### src/rtl/ws2812_frame_sched_pkg.sv
// ws2812_pkg: shared constants, state encoding and hue arithmetic for the WS2812 frame scheduler
package ws2812_pkg;
    localparam int HUE_MAX = 768;
    localparam int CLK_FRE = 27000000;
    localparam int G_LSB = 16;
    localparam int R_LSB = 8;
    localparam int B_LSB = 0;

    typedef enum logic [1:0] {IDLE, STREAM, WAIT_LATCH} state_t;

    function automatic logic [9:0] hue_add(input logic [9:0] a, input logic [9:0] b);
        logic [10:0] s;
        s = {1'b0, a} + {1'b0, b};
        return (s >= 11'(HUE_MAX)) ? 10'(s - 11'(HUE_MAX)) : s[9:0];
    endfunction
endpackage

### src/rtl/ws2812_frame_sched_if.sv
// ws2812_frame_sched_if: pixel word stream from the scheduler to the WS2812 serializer
interface ws2812_frame_sched_if;
    logic [23:0] pix_data;
    logic        pix_valid;
    logic        pix_last;
    logic        pix_ready;

    modport master(output pix_data, pix_valid, pix_last, input pix_ready);
    modport slave(input pix_data, pix_valid, pix_last, output pix_ready);
endinterface

### src/rtl/ws2812_frame_sched_hue_to_grb.sv
// ws2812_hue_to_grb: three-segment rainbow hue (0..767) to dimmed GRB colour word
module ws2812_hue_to_grb
    import ws2812_pkg::*;
(
    input  logic [9:0]  hue,
    input  logic [2:0]  bright_shift,
    output logic [23:0] grb
);
    logic [1:0] seg;
    logic [7:0] f, dn, r, g, b;

    assign seg = hue[9:8];
    assign f   = hue[7:0];
    assign dn  = ~f;

    always_comb begin
        r = (seg == 2'd0) ? dn : (seg == 2'd2) ? f : 8'd0;
        g = (seg == 2'd0) ? f : (seg == 2'd1) ? dn : 8'd0;
        b = (seg == 2'd1) ? f : (seg == 2'd2) ? dn : 8'd0;
        grb = '0;
        grb[G_LSB +: 8] = g >> bright_shift;
        grb[R_LSB +: 8] = r >> bright_shift;
        grb[B_LSB +: 8] = b >> bright_shift;
    end
endmodule

### src/rtl/ws2812_frame_sched.sv
// ws2812_frame_sched: per-tick rainbow frame generator feeding a WS2812 serializer
module ws2812_frame_sched
    import ws2812_pkg::*;
#(
    parameter int NUM_LEDS    = 8,
    parameter int HUE_STEP    = 32,
    parameter int FRAME_TICKS = 270000
) (
    input  logic                        clk,
    input  logic                        rst,
    input  logic                        enable,
    input  logic [7:0]                  hue_speed,
    input  logic [2:0]                  bright_shift,
    ws2812_frame_sched_if.master        pix,
    input  logic                        ser_idle,
    output logic                        frame_done,
    output logic                        frame_overrun,
    output logic                        busy
);
    localparam int TW = $clog2(FRAME_TICKS);
    localparam int IW = $clog2(NUM_LEDS + 1);

    state_t         state, nxt;
    logic [TW-1:0]  timer;
    logic [IW-1:0]  idx;
    logic [9:0]     base_hue, pix_hue, hue_next;
    logic [23:0]    grb;
    logic           tick, start, xfer, last_xfer, finish;

    assign tick      = timer == TW'(FRAME_TICKS - 1);
    assign start     = state == IDLE && tick && enable;
    assign xfer      = pix.pix_valid && pix.pix_ready;
    assign last_xfer = xfer && idx == IW'(NUM_LEDS - 1);
    assign finish    = state == WAIT_LATCH && ser_idle;
    // The word loaded into pix_data is always the colour of the hue being loaded into pix_hue
    assign hue_next  = start ? base_hue : hue_add(pix_hue, 10'(HUE_STEP));

    ws2812_hue_to_grb u_hue (.hue(hue_next), .bright_shift(bright_shift), .grb(grb));

    always_comb begin
        nxt = state;
        unique case (state)
            IDLE:       nxt = start ? STREAM : IDLE;
            STREAM:     nxt = last_xfer ? WAIT_LATCH : STREAM;
            WAIT_LATCH: nxt = ser_idle ? IDLE : WAIT_LATCH;
            default:    nxt = IDLE;
        endcase
    end

    always_ff @(posedge clk) state <= rst ? IDLE : nxt;

    always_ff @(posedge clk) begin
        if (rst) begin
            timer         <= '0;
            idx           <= '0;
            base_hue      <= '0;
            pix_hue       <= '0;
            pix.pix_data  <= '0;
            pix.pix_valid <= 1'b0;
            pix.pix_last  <= 1'b0;
            frame_done    <= 1'b0;
            frame_overrun <= 1'b0;
            busy          <= 1'b0;
        end else begin
            timer         <= tick ? '0 : timer + TW'(1);
            frame_done    <= finish;
            frame_overrun <= tick && state != IDLE;
            busy          <= nxt != IDLE;
            pix.pix_valid <= nxt == STREAM;
            if (finish)
                base_hue <= hue_add(base_hue, {2'b00, hue_speed});
            if (start || xfer) begin
                pix_hue      <= hue_next;
                pix.pix_data <= grb;
                idx          <= start ? '0 : idx + IW'(1);
                pix.pix_last <= start ? (NUM_LEDS == 1) : (idx + IW'(1) == IW'(NUM_LEDS - 1));
            end
        end
    end
endmodule

### src/flat_wrapper.sv
// flat-port wrapper written by rule: the top's interface ports become plain ports
module ws2812_frame_sched_flat import ws2812_pkg::*;
#(
    parameter int NUM_LEDS    = 8,
    parameter int HUE_STEP    = 32,
    parameter int FRAME_TICKS = 270000
)
  (clk, rst, enable, hue_speed, bright_shift, ser_idle, frame_done, frame_overrun, busy, pix_pix_data, pix_pix_valid, pix_pix_last, pix_pix_ready);
  ws2812_frame_sched_if pix_i ();
  input  logic clk;
  input  logic rst;
  input  logic enable;
  input  logic [7:0] hue_speed;
  input  logic [2:0] bright_shift;
  input  logic ser_idle;
  output logic frame_done;
  output logic frame_overrun;
  output logic busy;
  output wire logic [$bits(pix_i.pix_data)-1:0] pix_pix_data;
  output wire logic [$bits(pix_i.pix_valid)-1:0] pix_pix_valid;
  output wire logic [$bits(pix_i.pix_last)-1:0] pix_pix_last;
  input wire logic [$bits(pix_i.pix_ready)-1:0] pix_pix_ready;
  assign pix_pix_data = pix_i.pix_data;
  assign pix_pix_valid = pix_i.pix_valid;
  assign pix_pix_last = pix_i.pix_last;
  assign pix_i.pix_ready = pix_pix_ready;
  ws2812_frame_sched #(.NUM_LEDS(NUM_LEDS), .HUE_STEP(HUE_STEP), .FRAME_TICKS(FRAME_TICKS)) u_core (.clk(clk), .rst(rst), .enable(enable), .hue_speed(hue_speed), .bright_shift(bright_shift), .pix(pix_i), .ser_idle(ser_idle), .frame_done(frame_done), .frame_overrun(frame_overrun), .busy(busy));
endmodule
### config.mk
export PLATFORM = sky130hd
export DESIGN_NAME = ws2812_frame_sched_flat
export DESIGN_NICKNAME = d
export VERILOG_FILES = /design/src/rtl/ws2812_frame_sched_pkg.sv /design/src/rtl/ws2812_frame_sched_if.sv /design/src/rtl/ws2812_frame_sched_hue_to_grb.sv /design/src/rtl/ws2812_frame_sched.sv /design/src/flat_wrapper.sv
export SDC_FILE = /design/constraint.sdc
export NUM_CORES = 1
export LEC_CHECK = 0
export BUFFER_PORTS_ARGS = -buffer_cell sky130_fd_sc_hd__clkbuf_2
export CAP_MARGIN = 20
export CORE_ASPECT_RATIO = 1.5
export CORE_UTILIZATION = 35
export CTS_CLUSTER_DIAMETER = 200
export DETAILED_ROUTE_END_ITERATION = 7
export PLACE_DENSITY = 0.63
export SYNTH_ARGS = -nofsm -noshare
export SYNTH_HDL_FRONTEND = slang
export SYNTH_SLANG_ARGS = --single-unit
### constraint.sdc
create_clock -name clk -period 5.4 [get_ports clk]
set_input_delay 0.27 -clock clk [delete_from_list [all_inputs] [get_ports clk]]
set_output_delay 0.27 -clock clk [all_outputs]
set_load 0.01 [all_outputs]
==> results by group <==
Run status
  • Outcome: completed

Timing
  • Fin. max-slew vios: 0
  • Finish-stage setup viols: 0
  • Peak Freq: 263.9 MHz
  • Worst-Margin Slew: 0.9104 ns
  • Tmin final: 3.789 ns
  • Fin crit share: 70.17%
  • RSZ-0062 raised after global routing: false
  • Fin Clk Skew: 0.007316 ns
  • Max-slew headroom: 39.30%
  • Setup TNS: 0 ns
  • Fin. Hold Viols: 0

Finish
  • Core Util, Final: 41.27%
  • Most common cell after layout, fill and taps aside: nor2_1
  • Nets@finish: 558
  • Antenna diodes: 0
  • Share of cells above drive strength 1: 14.74%
  • Commonest non-fill, non-tap cells in the layout: nor2_1, dfxtp_1, clkbuf_2
  • Area Growth Syn to Fin: 13.23%

Drt
  • WL met3: 315 um
  • Metal-1 WL: 4134 um
  • Vias per inst: 5.530
  • Met2 wire len: 5529 um
  • Post-Route WL: 10310 um
  • Residual DRC: 0
  • Routed vias: 3755
  • Highest metal layer with signal wires: met4
  • First DRT Iteration DRCs: 147
  • ANT nets after route: 0
  • Routed len/inst: 15.18 um
  • Drt first pass iters: 5

Worst setup path
  • Crit path cell chain: ha_1, nand3_1, xnor2_1, ha_1, nor4bb_1, nand3_1, a21bo_2, o22a_1, a21oi_1, a31oi_1, a22o_1, o2bb2a_1, nor2_1
  • Reg-to-Reg Start: u_core.pix_hue[5]
  • R2R Setup Slk: 1.61 ns
  • R2R Path End: u_core.pix.pix_data[5]
  • Startpoint types: register
  • Crit path arrival time: 4.05 ns
  • Reg2reg path depth: 13
  • CP max FO: 11
  • CP peak stage delay: 0.76 ns
  • CP Launch Point: u_core.pix_hue[5]
  • Req. time, crit path: 5.67 ns
  • Crit. End Element: register
  • Critical Path End: u_core.pix.pix_data[5]
  • Slowest CP cell: a21oi_1
  • Critical setup path kind: register to register

CTS
  • Clock slew at reported path FFs: 0.06 ns
  • PostCTS Resize Cnt: 0
  • # clock sinks: 74
  • Total CTS buffers: 9
  • H-tree depth: 3
  • Post CTS Setup Buffer Count: 0
  • CTS max path bufs: 2
  • # hold bufs at CTS: 0
  • CTS tree: yes
  • Worst skew pair latency: 0.33 ns
  • CTS Root Cell: clkbuf_16

Synthesis
  • Syn Area/Cell: 8.527 um^2
  • Share of the synthesized area in the top cell type: 34.89%
  • Synth cell types: 63
  • Cell count after synthesis: 498
  • Post-synth EDFFs: 0
  • Seq/Total Area, Yosys: 34.89%
  • Synth Flop Type: dfxtp_1
  • Asr flop ratio synth: 0%
  • Netlist Area Pre-Place: 0.004247 mm^2
  • Cell type with the highest aggregate area in the netlist: dfxtp_1
  • Synth top area cells: dfxtp_1, nor2_1, xnor2_1
  • Synth Register Bits: 74
  • Syn_nets: 529
  • Synth warn: 0

Floorplan
  • DIE WIDTH: 91.94 um
  • I/O pin cnt: 45
  • Die Area: 0.01259 mm^2
  • Core Footprint: 0.01165 mm^2
  • # rows: 48
  • Initial Utilization: 36.45%
  • Chip Height: 136.9 um

Power and ir drop
  • LEAKAGE: 1.925 nW
  • Cell Pwr Density: 231.4 mW/mm^2
  • Worst vdd ir: 116.0 uV

Global route
  • GRT Total Usage: 17.02%
  • Grt total ovfl: 0
  • Antenna violations before repair: 0
  • Largest net degree at the start of global routing: 59
  • Via count of the first global-routing pass: 3564
  • Global-route wire length before repair: 16950 um

Flow run
  • Max_cap viols: 0

Min path
  • Hold path start: bright_shift[2]
  • Min-delay worst type: input port to register

Placement
  • Post-DP HPWL: 7712 um
  • I/O Buffers: 44
  • GPL Wtd Cong: 0.8406
## cells in the mapped netlist (3+ instances only)
cell type and count:
nand2b_1 4, xnor2_1 30, o21a_1 3, clkbuf_1 21
nor3b_1 5, a21oi_1 27, mux2i_1 18, a211oi_1 8
a222oi_1 3, nand4_1 8, mux4_2 6, nor3_1 8
xor2_1 16, a21o_1 5, nand2_1 39, a22oi_1 13
nor2_1 76, o21ai_0 13, and3b_1 3, or3_1 4
nand3b_1 3, inv_1 7, buf_2 5, nand3_1 22
dfxtp_1 74, o31ai_1 3, and3_1 11, ha_1 14
## state kept, by name, summed over array words and instances (netlist names)
register	cells
u_core.pix_hue	10
u_core.pix.pix_valid	1
u_core.pix.pix_data	24
u_core.busy	1
u_core.pix.pix_last	1
u_core.idx	4
u_core.base_hue	10
u_core.frame_overrun	1
u_core.state	2
u_core.frame_done	1
u_core.timer	19
## report_power, final
group / internal (W) / leakage [nW] / switching, W
sequential: 0.000548 / 0.596 / 0.00000158
combinational: 0.0000183 / 1.21 / 0.0000295
clock: 0.000300 / 0.123 / 0.000215
total: 0.000866 / 1.93 / 0.000246
## metrics by stage
step                worst slack, ns  power [W]  cell area [um^2]  std cells  hold slack, ns
floorplan                     2.105  0.0005951              4247        498          0.3556
global placement              1.844  0.0006078              4561        666          0.4373
detailed placement            1.639  0.0006092              4561        666          0.4553
CTS                           1.616   0.001122              4808        679          0.2870
finish                        1.611   0.001113              4808        679          0.2969
global route                  1.223   0.001153              4808        679          0.3043
## area by class of cell
type,count,area [um^2]
Clock buffer,9,225.2
Clock inverter,4,22.52
Sequential cell,74,1481
Inverter,7,26.28
Multi-Input combinational cell,386,2608
Tap cell,150,187.7
Timing Repair Buffer,49,257.7
Fill cell,1186,6843
## cell families (layout without fill, tap and decap cells)
logic type / Yosys count / count (layout) / synth area share (%)
mux: 26 / 26 / 8.220
compound gates: 99 / 99 / 15.88
buf+inv: 38 / 69 / 3.712
xor+xnor: 46 / 46 / 9.487
fa+ha+maj: 15 / 15 / 4.596
flops: 74 / 74 / 34.89
simple gates: 200 / 200 / 23.22
## worst max-delay path: cells and delay by family (launching register included)
kind            cells  cell delay [ns]
compound gates      6             1.99
simple gates        4             0.71
fa+ha+maj           2             0.42
flops               1             0.42
xor+xnor            1             0.19
## metal layers
| layer | GRT usage [%] | up-vias |
|---|---|---|
| met5 | 0 | - |
| met4 | 9.288 | 0 |
| met3 | 3.167 | 22 |
| met2 | 31.92 | 89 |
| met1 | 17.69 | 1807 |
| li1 | - | 1837 |
## how the worst min path moves through the flow
stage                             end  slack, ns  cells after the start
3_5_place_dp   u_core.pix.pix_data[3]       0.46                      2
2_1_floorplan    u_core.pix.pix_valid       0.36                      1
4_1_cts        u_core.pix.pix_data[9]       0.29                      3
5_1_grt        u_core.pix.pix_data[9]       0.30                      3
3_3_place_gp          u_core.timer[0]       0.44                      1
6_report       u_core.pix.pix_data[9]       0.30                      3
Power figures use the tool's default switching activity.
